===== src/rtl/fifo_axi_rr_arbiter.sv =====
// Packet-level round-robin arbiter sharing one AXI-Stream FIFO write port between two sources.
// Holds the grant for a whole packet, caps packets at MaxPkt beats and drops any overflow.
module fifo_axi_rr_arbiter #(
    parameter int DataWidth = 16,
    parameter int MaxPkt    = 2048,
    parameter int CntWidth  = $clog2(MaxPkt + 1)
) (
    input  logic                 clk,
    input  logic                 rst,
    input  logic [DataWidth-1:0] s0_data,
    input  logic                 s0_valid,
    input  logic                 s0_last,
    output logic                 s0_ready,
    input  logic [DataWidth-1:0] s1_data,
    input  logic                 s1_valid,
    input  logic                 s1_last,
    output logic                 s1_ready,
    input  logic                 fifo_full,
    output logic [DataWidth-1:0] m_data,
    output logic                 m_valid,
    output logic                 m_last,
    input  logic                 m_ready,
    output logic [1:0]           grant,
    output logic                 trunc
);

    typedef enum logic [1:0] {
        IDLE,
        PASS,
        DROP
    } state_t;

    state_t                 state, state_nxt;
    logic [1:0]             grant_nxt;
    logic                   last_grant, last_grant_nxt;
    logic [CntWidth-1:0]    beat_cnt, beat_cnt_nxt;

    logic                   owner;
    logic                   own_valid;
    logic                   own_last;
    logic [DataWidth-1:0]   own_data;
    logic                   own_ready;
    logic                   xfer;
    logic                   load;
    logic                   at_max;

    // grant[1] set means source 1 owns the port; only meaningful in PASS/DROP
    assign owner     = grant[1];
    assign own_valid = owner ? s1_valid : s0_valid;
    assign own_last  = owner ? s1_last  : s0_last;
    assign own_data  = owner ? s1_data  : s0_data;
    assign at_max    = (beat_cnt == CntWidth'(MaxPkt - 1));

    always_comb begin
        own_ready = 1'b0;
        case (state)
            PASS:    own_ready = !fifo_full && (!m_valid || m_ready);
            DROP:    own_ready = 1'b1;
            default: own_ready = 1'b0;
        endcase
        own_ready = own_ready && rst;
    end

    assign s0_ready = own_ready && grant[0];
    assign s1_ready = own_ready && grant[1];
    assign xfer     = own_valid && own_ready;
    assign load     = xfer && (state == PASS);

    always_comb begin
        state_nxt      = state;
        grant_nxt      = grant;
        last_grant_nxt = last_grant;
        beat_cnt_nxt   = beat_cnt;
        case (state)
            IDLE: begin
                if (s0_valid || s1_valid) begin
                    state_nxt = PASS;
                    if (s0_valid && s1_valid)
                        grant_nxt = last_grant ? 2'b01 : 2'b10;
                    else
                        grant_nxt = s0_valid ? 2'b01 : 2'b10;
                end else if (!m_valid) begin
                    grant_nxt = 2'b00;
                end
            end
            PASS: begin
                if (load) begin
                    if (own_last) begin
                        state_nxt      = IDLE;
                        last_grant_nxt = owner;
                        beat_cnt_nxt   = '0;
                    end else if (at_max) begin
                        state_nxt    = DROP;
                        beat_cnt_nxt = '0;
                    end else begin
                        beat_cnt_nxt = beat_cnt + CntWidth'(1);
                    end
                end
            end
            DROP: begin
                if (xfer && own_last) begin
                    state_nxt      = IDLE;
                    last_grant_nxt = owner;
                end
            end
            default: state_nxt = IDLE;
        endcase
    end

    // Output register is loaded only from PASS beats; it holds while the FIFO stalls it
    always_ff @(posedge clk) begin
        if (!rst) begin
            state      <= IDLE;
            grant      <= 2'b00;
            last_grant <= 1'b1;
            beat_cnt   <= '0;
            m_data     <= '0;
            m_valid    <= 1'b0;
            m_last     <= 1'b0;
            trunc      <= 1'b0;
        end else begin
            state      <= state_nxt;
            grant      <= grant_nxt;
            last_grant <= last_grant_nxt;
            beat_cnt   <= beat_cnt_nxt;
            if (load) begin
                m_data  <= own_data;
                m_valid <= 1'b1;
                m_last  <= own_last || at_max;
                trunc   <= !own_last && at_max;
            end else begin
                trunc <= 1'b0;
                if (m_ready) begin
                    m_valid <= 1'b0;
                    m_last  <= 1'b0;
                end
            end
        end
    end

endmodule

===== config.mk =====
export PLATFORM = sky130hd
export DESIGN_NAME = fifo_axi_rr_arbiter
export DESIGN_NICKNAME = d
export VERILOG_FILES = /design/src/rtl/fifo_axi_rr_arbiter.sv
export SDC_FILE = /design/constraint.sdc
export NUM_CORES = 1
export LEC_CHECK = 0
export CORE_MARGIN = 1.5
export CORE_UTILIZATION = 49
export CTS_BUF_LIST = sky130_fd_sc_hd__clkbuf_16
export CTS_CLUSTER_SIZE = 20
export DETAILED_ROUTE_END_ITERATION = 10
export GPL_ROUTABILITY_DRIVEN = 0
export PLACE_DENSITY = 0.84
export SLEW_MARGIN = 10
export SYNTH_ARGS = -nofsm -noshare
export SYNTH_HDL_FRONTEND = slang
export SYNTH_SLANG_ARGS = --single-unit
export TNS_END_PERCENT = 100

===== constraint.sdc =====
create_clock -name clk -period 4.05 [get_ports clk]
set_clock_uncertainty 0.2 [all_clocks]
set_input_delay 0.81 -clock clk [delete_from_list [all_inputs] [get_ports clk]]
set_output_delay 0.81 -clock clk [all_outputs]
set_load 0.02 [all_outputs]

# After elaboration in Yosys (flattened, before gate mapping)
# Cells that the tools add are included.
word_totals:
  regBits: 36
  input_bits: 40
  out_inout_bits: 23
  elab_cells: 65
op_classes:
  addsub: 1
  eq_ne: 9
  mux: 24
  n_reduce_logical: 23
op_table:
  columns: ["cell", "n"]
  rows:
  - ["$mux 12", 2]
  - ["$mux 2", 10]
  - ["$mux 16", 1]
  - ["$add 12x1->12 const B", 1]
  - ["$eq 12x11->1 const B", 1]
  - ["$logic_and 1x1->1", 9]
  - ["$mux 1", 8]
  - ["$ne 2x2->1 const B", 4]
  - ["$reduce_and 4->1", 2]
  - ["$pmux 2 s3", 1]
  - ["$reduce_and 2->1", 3]
  - ["$pmux 1 s2", 2]
  - ["$reduce_bool 2->1", 2]
  - ["$logic_not 1->1", 3]
  - ["$logic_or 1x1->1", 3]
  - ["$ne 3x3->1 const B", 1]
  - ["$eq 2x1->1 const B", 1]
  - ["$eq 2x2->1 const B", 1]
  - ["$logic_not 2->1", 1]
  - ["$ne 2x1->1 const B", 1]

# Depth between registers and ports, before layout
# Gate-level depths: netlist (run 1).
logic_depth:
  depth_word: 9
  mapped_depth: 8
  ltp_nobuf: 7

# Worst setup path before layout (run 1)
# Ideal clock, no wire load.
synth_timing:
  path_kind: "input -> output"
  from: "input port m_ready"
  to: "output port s0_ready"
  arrival_ns: 1.487
  t_required_ns: 3.040
  path_slack_ns: 1.553
  cell_stages: 3
  path_buffers: 0
  path_cell_list: "nand2b_1 -> a31o_2 -> and3_1"
synth_via:
  elab_chain_cells: 5
synth_lines:
  columns: ["element", "line", "source"]
  rows:
  - ["start, declared", "22", "input logic m_ready,"]
  - ["$logic_or 1x1->1", "57", "PASS: own_ready = !fifo_full && (!m_valid || m_ready);"]
  - ["$logic_and 1x1->1", "57", null]
  - ["$pmux 1 s2", "56", "case (state)"]
  - ["$logic_and 1x1->1", "61", "own_ready = own_ready && rst;"]
  - ["$logic_and 1x1->1", "64", "assign s0_ready = own_ready && grant[0];"]
  - ["end, declared", "13", "output logic s0_ready,"]
# No other way between the ends.

# Worst setup path after layout (run 1)
layout_timing:
  from: "input port m_ready"
  to: "output port s1_ready"
layout_via:
  elab_chain_cells: 5
layout_lines:
  columns: ["element", "line", "source"]
  rows:
  - ["$logic_or 1x1->1", "57", null]
  - ["$logic_and 1x1->1", "57", null]
  - ["$pmux 1 s2", "56", null]
  - ["$logic_and 1x1->1", "61", null]
  - ["$logic_and 1x1->1", "65", "assign s1_ready = own_ready && grant[1];"]
  - ["end, declared", "17", "output logic s1_ready,"]
# No other way between the ends.

==> results of run 1 <==
stage by stage:
step,std cells,utilization [%],cell area [µm²],power [µW]
global placement,320,68.5,2510,575
detailed placement,320,68.5,2510,579
floorplan,218,-,1870,506
CTS,328,72.4,2650,951
finish,328,72.4,2650,940
global route,328,72.4,2650,989
area by class of cell:
cell class,instances,share of cell area (%)
Timing Repair Buffer,66,24.6
Clock inverter,3,0.708
Tap cell,48,2.27
Clock buffer,5,4.72
Multi-Input combinational cell,164,39.7
Inverter,6,0.850
Sequential cell,36,27.2
power breakdown:
group	internal, µW	leakage [µW]	switching, µW
Sequential	365	0.000291	6.63
Clock	226	0.0000736	142
Combinational	97.7	0.000557	102
Total	689	0.000922	251
cell usage after synthesis (2+ instances only):
| cell | instances |
|---|---|
| o211ai_1 | 2 |
| o21ai_0 | 6 |
| inv_1 | 5 |
| nand3b_1 | 2 |
| nor2_1 | 23 |
| nand2_1 | 22 |
| nand3_1 | 8 |
| a31oi_1 | 3 |
| or3_1 | 3 |
| o21a_1 | 2 |
| o22ai_1 | 2 |
| nand2b_1 | 4 |
| ha_1 | 4 |
| a211oi_1 | 16 |
| clkbuf_1 | 3 |
| o32ai_1 | 2 |
| a21oi_1 | 15 |
| or4_1 | 2 |
| and3_1 | 9 |
| buf_2 | 5 |
| nor4_1 | 4 |
| mux2i_1 | 18 |
| buf_4 | 3 |
| dfxtp_1 | 36 |
routing by layer:
layer  up-vias  global-route usage (%)  wire length [µm]
met1       826                    27.8              1930
met4         0                    7.18                27
met2        44                    37.9              2180
li1        923                       -                 -
met5         -                       0                 0
met3         2                    6.60               208
final timing paths:
path	from	end	slack, ns	cells after the start
max reg2reg	grant[1]	m_data[10]	1.60	7
max	m_ready	s1_ready	0.64	5
min	grant[0]	grant[0]	0.27	2
min reg2reg	grant[0]	grant[0]	0.27	2
worst max-delay path: cells and delay by family:
family | cells | cell delay, ns
buffers and inverters | 2 | 1.05
and+or+nand+nor | 2 | 0.29
AOI/OAI and AO/OA | 1 | 0.24
flip-flops by register name, indices dropped and copies added, names as in the netlist:
signal and flops:
m_data 16, m_valid 1, trunc 1, state 2
beat_cnt 12, grant 2, last_grant 1, m_last 1
kinds of logic after synthesis:
logic type | after synthesis | share of synthesized area (%)
buffers and inverters | 18 | 4.96
multiplexers | 20 | 11.0
AND/OR/NAND/NOR | 87 | 24.3
flip-flops | 36 | 38.6
AO/OA/AOI/OAI | 53 | 18.4
adder cells (fa/ha/maj) | 4 | 2.68
==> results.txt, run 1 <==
CTS tree: done
clock insertion delay at the later pin of the skew report: 0.28 ns
Ports: 63
Port Buffer Count: 62
Max Cap Viol: 0
sequential share of the synthesized area: 38.6%
setup ws final: 0.643 ns
Worst setup EP type: output pin
Place WS: 0.651 ns
Mapped Cells: 218
post-CTS sizing: 0
Via-to-Cell Ratio: 5.47
FF+latch count, synth: 36
max_slew headroom: 62.4%
ys async rst share: 0%
row cnt: 22
most numerous cell on the critical path: clkdlybuf4s50_1
root buffer cell: clkbuf_16
largest net degree at the start of global routing: 25
DRT Wirelength: 4340 µm
gr ovfl total: 0
crit start category: input pin
Fin Setup TNS: 0 ns
post-DR wirelength/cell: 13.2 µm
slowest CP cell: clkdlybuf4s50_1
Yosys top cell by area: dfxtp_1
area delta synth->final: 42.1%
ordered list of cells on the worst path: clkdlybuf4s50_1 -> nand2b_1 -> a31o_2 -> and3_1 -> clkdlybuf4s50_1
filler cell count in the final layout: 294
ranking of synthesized cells by area: dfxtp_1, mux2i_1, a211oi_1
fmax: 0.293 GHz
core area: 3660 µm²
outcome: finished, final reports clean
die height: 64.7 µm
crit path max fanout: 6
CTS clock-pin slew for the worst setup and hold paths: 0.05 ns
fin crit share: 84.1%
TritonRoute pass-1 iters: 4
P_leak: 0.000922 µW
total number of vias: 1795
share of layout cells above drive strength 1: 7.14%
Unique masters post-synth: 43
multi-input logic area: 1050 µm²
most common cell after layout, fill and taps aside: clkdlybuf4s50_1
critical path arrival: 2.40 ns
drt first-iter violations: 60
Max Slew Vio Count: 0
worst min path class: reg2reg
Final setup viols: 0
Post-CTS Hold Buffers: 0
hold_ws: 0.265 ns
YS warnings: 0
nets@finish: 323
VDD IR max: 0.314 mV
H-tree depth: 2
initial antenna violation count: 0
most frequent cells in the layout: clkdlybuf4s50_1, dfxtp_1, nor2_1, nand2_1, mux2i_1
Register Area: 721 µm²
initial core utilization: 51.0%
clock buffer depth: 2
ANT cells: 0
CTS Buf Count: 5
drt drc: 0
Mapped Area: 1870 µm²
DRT antenna net count: 0
Total GRT Usage: 22.6%
Fin. Hold Viols: 0
Worst Setup Path Type: in2out
die width: 64.7 µm
pwr dens: 355 nW/µm²
crit-path max cell delay: 0.59 ns
EDFF count, synth: 0
RSZ-0062 raised after global routing: false
Setup Buffers After CTS: 0
Required @ worst endpoint: 3.04 ns
top-area cell type share of the netlist area: 38.6%
syn nets: 262
CTS Sinks: 36
first-pass GRT wire length: 7360 µm
top_reg_cell synth: dfxtp_1
post-detail-place hpwl: 3240 µm
Slew @ Worst Pin: 0.564 ns
vias in the first global route: 1636
Period minus WS final: 3.41 ns
die area: 4190 µm²
Mean Syn Cell Area: 8.56 µm²
No activity file was read; power rests on OpenSTA's default activity.
==> run 2: changes to the inputs <==
--- a/config.mk
+++ b/config.mk
@@ -6,12 +6,12 @@
 export NUM_CORES = 1
 export LEC_CHECK = 0
 export CORE_MARGIN = 1.5
-export CORE_UTILIZATION = 49
+export CORE_UTILIZATION = 45
 export CTS_BUF_LIST = sky130_fd_sc_hd__clkbuf_16
 export CTS_CLUSTER_SIZE = 20
 export DETAILED_ROUTE_END_ITERATION = 10
 export GPL_ROUTABILITY_DRIVEN = 0
-export PLACE_DENSITY = 0.84
+export PLACE_DENSITY = 0.78
 export SLEW_MARGIN = 10
 export SYNTH_ARGS = -nofsm -noshare
 export SYNTH_HDL_FRONTEND = slang
==> constraint.sdc (replaced) <==
create_clock -name clk -period 3.4 [get_ports clk]
set_clock_uncertainty 0.2 [all_clocks]
set_input_delay 0.68 -clock clk [delete_from_list [all_inputs] [get_ports clk]]
set_output_delay 0.68 -clock clk [all_outputs]
set_load 0.02 [all_outputs]
==> run 2 against run 1 <==
Cell area grew 1.1%. Critical path depth is the same. Wire length grew 8.4%. Global-route usage shrank 1.1 points. Largest cell class unchanged. Count of clock-buffer cells in the layout is the same. Sequential share of layout area shrank 0.29 points. Critical endpoint unchanged. Clock power grew 38%. Register-to-register slack lost 0.44 ns. Via count grew 2.4%. First-iteration DRC count grew 87%.
==> results.txt, run 2 (same netlist as run 1, synthesis figures left out) <==
outcome: finished, final reports clean (unchanged)
hold_ws: 0.267 ns (was 0.265 ns)
DRT antenna net count: 0 (unchanged)
Total GRT Usage: 21.5% (was 22.6%)
Post-CTS Hold Buffers: 0 (unchanged)
combinational share of power: 19.8% (was 21.2%)
crit start category: input pin (unchanged)
Max Cap Viol: 0 (unchanged)
root buffer cell: clkbuf_16 (unchanged)
fmax: 0.314 GHz
R2R setup slack: 1.16 ns (was 1.60 ns)
VDD IR max: 0.253 mV (was 0.314 mV)
drt drc: 0 (unchanged)
die width: 67.4 µm (was 64.7 µm)
nets@finish: 324 (was 323)
Fin Setup TNS: 0 ns (unchanged)
total number of vias: 1838 (was 1795)
Net Switching: 299 µW (was 251 µW)
die height: 67.4 µm (was 64.7 µm)
CTS tree: done (unchanged)
most frequent cells in the layout: clkdlybuf4s50_1, dfxtp_1, nor2_1, nand2_1, mux2i_1 (unchanged)
TritonRoute pass-1 iters: 4 (unchanged)
Period minus WS final: 3.18 ns
die area: 4540 µm² (was 4190 µm²)
area delta synth->final: 43.6% (was 42.1%)
crit path max fanout: 6 (unchanged)
P_leak: 0.000932 µW (was 0.000922 µW)
Clk pwr share: 42.8% (was 39.2%)
Hold EP: grant[0] (unchanged)
fin crit share: 93.6%
initial antenna violation count: 0 (unchanged)
vias in the first global route: 1632 (was 1636)
first-pass GRT wire length: 7260 µm (was 7360 µm)
Via-to-Cell Ratio: 5.55 (was 5.47)
max reg flops: 16 (unchanged)
internal power: 892 µW (was 689 µW)
share of layout cells above drive strength 1: 6.76% (was 7.14%)
Ports: 63 (unchanged)
clock buffer depth: 2 (unchanged)
Required @ worst endpoint: 2.52 ns (was 3.04 ns)
Final setup viols: 0 (unchanged)
max_slew headroom: 60.2% (was 62.4%)
worst hold stages: 2 (unchanged)
CTS clock-pin slew for the worst setup and hold paths: 0.05 ns (about the same)
critical path arrival: 2.30 ns (was 2.40 ns)
most flop-heavy register: m_data (unchanged)
RSZ-0062 raised after global routing: false (unchanged)
post-DR wirelength/cell: 14.2 µm (was 13.2 µm)
post-detail-place hpwl: 3350 µm (was 3240 µm)
Worst setup EP type: output pin (unchanged)
reg2reg start: state[0] (was grant[1])
largest net degree at the start of global routing: 23 (was 25)
pwr dens: 444 nW/µm² (was 355 nW/µm²)
H-tree depth: 2 (unchanged)
R2R depth: 8 (was 7)
Hold Path Origin: grant[0] (unchanged)
Slew @ Worst Pin: 0.591 ns (was 0.564 ns)
core area: 4000 µm² (was 3660 µm²)
Worst R2R End: beat_cnt[8] (was m_data[10])
row cnt: 23 (was 22)
initial core utilization: 46.6% (was 51.0%)
drt first-iter violations: 112 (was 60)
Net Sw Frac: 25.1% (was 26.7%)
Worst Setup Path Type: in2out (unchanged)
DRT Wirelength: 4700 µm (was 4340 µm)
largest registers: m_data (16), beat_cnt (12) (unchanged)
post-CTS sizing: 0 (unchanged)
Max Slew Vio Count: 0 (unchanged)
worst min path class: reg2reg (unchanged)
CTS Buf Count: 5 (unchanged)
ANT cells: 0 (unchanged)
Port Buffer Count: 62 (unchanged)
Fin. Hold Viols: 0 (unchanged)
CTS Sinks: 36 (unchanged)
gr ovfl total: 0 (unchanged)
Sequential Power Share: 37.4% (was 39.5%)
Setup Buffers After CTS: 0 (unchanged)
most common cell after layout, fill and taps aside: clkdlybuf4s50_1 (unchanged)
clock insertion delay at the later pin of the skew report: 0.28 ns (about the same)
run 2: layer usage:
metal	global-route usage [%]	vias up	routed length [µm]
met5	0	-	0
met4	8.67	0	87
met3	5.83	11	242
met2	37.1	57	2350
met1	25.1	848	2030
li1	-	922	-
run 2: worst max-delay path by stage:
stage / start / endpoint / slack, ns / cells past startpoint
6_report: m_ready / s1_ready / 0.22 / 5
4_1_cts: m_ready / s1_ready / 0.22 / 5
3_3_place_gp: m_ready / s1_ready / 0.25 / 5
3_5_place_dp: m_ready / s1_ready / 0.23 / 5
5_1_grt: m_ready / s0_ready / 0.16 / 5
2_1_floorplan: m_ready / s0_ready / 1.16 / 3
run 2: stage by stage:
| stage | total power, µW | area (µm²) | instances | setup WS [ns] | utilization [%] |
|---|---|---|---|---|---|
| floorplan | 603 | 1870 | 218 | 1.16 | - |
| global placement | 686 | 2520 | 323 | 0.248 | 62.9 |
| detailed placement | 690 | 2520 | 323 | 0.229 | 62.9 |
| CTS | 1200 | 2680 | 331 | 0.222 | 67.0 |
| global route | 1240 | 2680 | 331 | 0.158 | 67.0 |
| finish | 1190 | 2680 | 331 | 0.217 | 67.0 |
run 2: layout make-up:
cell class / instances / area [µm²]
clock buffers: 5 / 125
inverters: 6 / 22.5
well taps: 50 / 62.6
repair buffers: 67 / 658
fillers: 346 / 1320
clock inverters: 3 / 37.5
flip-flops and latches: 36 / 721
multi-input cells: 164 / 1050
run 2: worst max-delay path, cell delays in order:
cell and delay [ns]:
clkdlybuf4s50_1 0.48, nand2b_1 0.13, a31o_2 0.24, and3_1 0.17, clkdlybuf4s50_1 0.59
run 2: power by group through the flow:
stage	logic, µW	clock network (µW)	registers (µW)
finish	236	509	445
global route	258	536	447
CTS	237	516	446
detailed placement	236	0	455
global placement	231	0	455
floorplan	147	0	456
==> run 3: changes to the inputs <==
==> constraint.sdc (replaced) <==
create_clock -name clk -period 3.6 [get_ports clk]
set_clock_uncertainty 0.2 [all_clocks]
set_input_delay 0.72 -clock clk [delete_from_list [all_inputs] [get_ports clk]]
set_output_delay 0.72 -clock clk [all_outputs]
set_load 0.02 [all_outputs]
==> run 3 against run 2 <==
Flip-flop and latch count stayed put. Power decreased by 12%. Sequential power decreased by 5.2%. Cell count down 0.30%. Critical endpoint unchanged. Cell area is 1.3% lower. Sequential share of layout area up 0.34 points. Core utilization down 0.84 points. Die area unchanged. Wire length shrank 4.6%. Count of clock-buffer cells in the layout is the same.
==> results.txt, run 3 (same netlist as run 1, synthesis figures left out) <==
Worst setup EP type: output pin (unchanged)
DRT Wirelength: 4490 µm (was 4700 µm)
P_leak: 0.000922 µW (was 0.000932 µW)
pwr dens: 394 nW/µm² (was 444 nW/µm²)
area delta synth->final: 41.8% (was 43.6%)
Ports: 63 (unchanged)
clock buffer depth: 2 (unchanged)
fin crit share: 90.3%
CTS Buf Count: 5 (unchanged)
Post-CTS Hold Buffers: 0 (unchanged)
Via-to-Cell Ratio: 5.46 (was 5.55)
H-tree depth: 2 (unchanged)
Slew @ Worst Pin: 0.524 ns (was 0.591 ns)
hold_ws: 0.274 ns (was 0.267 ns)
post-CTS sizing: 0 (unchanged)
critical path arrival: 2.33 ns (was 2.30 ns)
Setup Buffers After CTS: 0 (unchanged)
CTS clock-pin slew for the worst setup and hold paths: 0.05 ns (about the same)
Max Cap Viol: 0 (unchanged)
first-pass GRT wire length: 7410 µm (was 7260 µm)
die width: 67.4 µm (unchanged)
ANT cells: 0 (unchanged)
crit start category: input pin (unchanged)
DRT antenna net count: 0 (unchanged)
most common cell after layout, fill and taps aside: clkdlybuf4s50_1 (unchanged)
VDD IR max: 0.262 mV (was 0.253 mV)
root buffer cell: clkbuf_16 (unchanged)
initial core utilization: 46.6% (unchanged)
post-DR wirelength/cell: 13.6 µm (was 14.2 µm)
initial antenna violation count: 0 (unchanged)
worst min path class: reg2reg (unchanged)
Hold Path Origin: grant[0] (unchanged)
max_slew headroom: 64.1% (was 60.2%)
reg2reg start: state[0] (unchanged)
filler cell count in the final layout: 341 (was 346)
nets@finish: 323 (was 324)
outcome: finished, final reports clean (unchanged)
ordered list of cells on the worst path: clkdlybuf4s50_1 -> nand2b_1 -> a31o_2 -> and3_1 -> clkdlybuf4s50_1 (unchanged)
gr ovfl total: 0 (unchanged)
most frequent cells in the layout: clkdlybuf4s50_1, dfxtp_1, nor2_1, nand2_1, mux2i_1 (unchanged)
Required @ worst endpoint: 2.68 ns (was 2.52 ns)
Critical Path Start: m_ready (unchanged)
drt first-iter violations: 105 (was 112)
largest net degree at the start of global routing: 33 (was 23)
crit-path max cell delay: 0.59 ns (about the same)
share of layout cells above drive strength 1: 6.07% (was 6.76%)
row cnt: 23 (unchanged)
clock insertion delay at the later pin of the skew report: 0.28 ns (about the same)
fmax: 0.308 GHz
Worst Setup Path Type: in2out (unchanged)
die area: 4540 µm² (unchanged)
post-detail-place hpwl: 3310 µm (was 3350 µm)
most numerous cell on the critical path: clkdlybuf4s50_1 (unchanged)
Total GRT Usage: 21.7% (was 21.5%)
Period minus WS final: 3.25 ns
RSZ-0062 raised after global routing: false (unchanged)
total number of vias: 1801 (was 1838)
CTS tree: done (unchanged)
Fin Setup TNS: 0 ns (unchanged)
R2R setup slack: 1.37 ns (was 1.16 ns)
CTS Sinks: 36 (unchanged)
drt drc: 0 (unchanged)
core area: 4000 µm² (unchanged)
max reg flops: 16 (unchanged)
Final setup viols: 0 (unchanged)
die height: 67.4 µm (unchanged)
Fin. Hold Viols: 0 (unchanged)
Max Slew Vio Count: 0 (unchanged)
vias in the first global route: 1632 (unchanged)
largest registers: m_data (16), beat_cnt (12) (unchanged)
slowest CP cell: clkdlybuf4s50_1 (unchanged)
Port Buffer Count: 62 (unchanged)
crit path max fanout: 6 (unchanged)
TritonRoute pass-1 iters: 4 (unchanged)
most flop-heavy register: m_data (unchanged)
[run 3: cell count changes in the layout (fill, tap and decap cells not counted), sizes merged]
cell    delta
inv        +2
buf        -1
clkinv     -1
bufinv     -1
[run 3: path summary, 6_finish.rpt]
check               to  depth (start not counted)
min reg2reg   grant[0]                          2
min           grant[0]                          2
max           s1_ready                          5
max reg2reg  m_data[2]                          8
[run 3: final cells by class]
class	count	area, µm²	area share, %
Clock buffer	5	125	4.73
Clock inverter	3	11.3	0.426
Inverter	6	22.5	0.851
Multi-Input combinational cell	164	1050	39.8
Sequential cell	36	721	27.2
Tap cell	50	62.6	2.37
Timing Repair Buffer	66	651	24.6
[run 3: per-layer routing]
| layer | GRT usage [%] | part of all wire, % | vias to the layer above |
|---|---|---|---|
| met5 | 0 | 0 | - |
| met4 | 5.36 | 1.4 | 0 |
| met3 | 5.83 | 3.9 | 6 |
| met2 | 37.4 | 52 | 36 |
| met1 | 26.7 | 43 | 837 |
| li1 | - | - | 922 |
[run 3: critical path: cells and delay by family]
family / cells / cell delay (ns)
buffers and inverters: 2 / 1.07
AND/OR/NAND/NOR: 2 / 0.30
AO/OA/AOI/OAI: 1 / 0.23
[run 3: report_power, final]
group | switching (µW) | internal (µW)
logic | 111 | 110
clock network | 152 | 249
registers | 11.6 | 411
total | 274 | 769
[run 3: metrics by stage]
step / util, % / setup WS, ns / cells / total power, µW / cell area [µm²]
after floorplan: - / 1.28 / 218 / 569 / 1870
after global routing: 66.1 / 0.271 / 330 / 1100 / 2650
after detailed placement: 62.7 / 0.354 / 322 / 651 / 2510
final: 66.1 / 0.351 / 330 / 1040 / 2650
after global placement: 62.7 / 0.383 / 322 / 647 / 2510
after CTS: 66.1 / 0.345 / 330 / 1050 / 2650
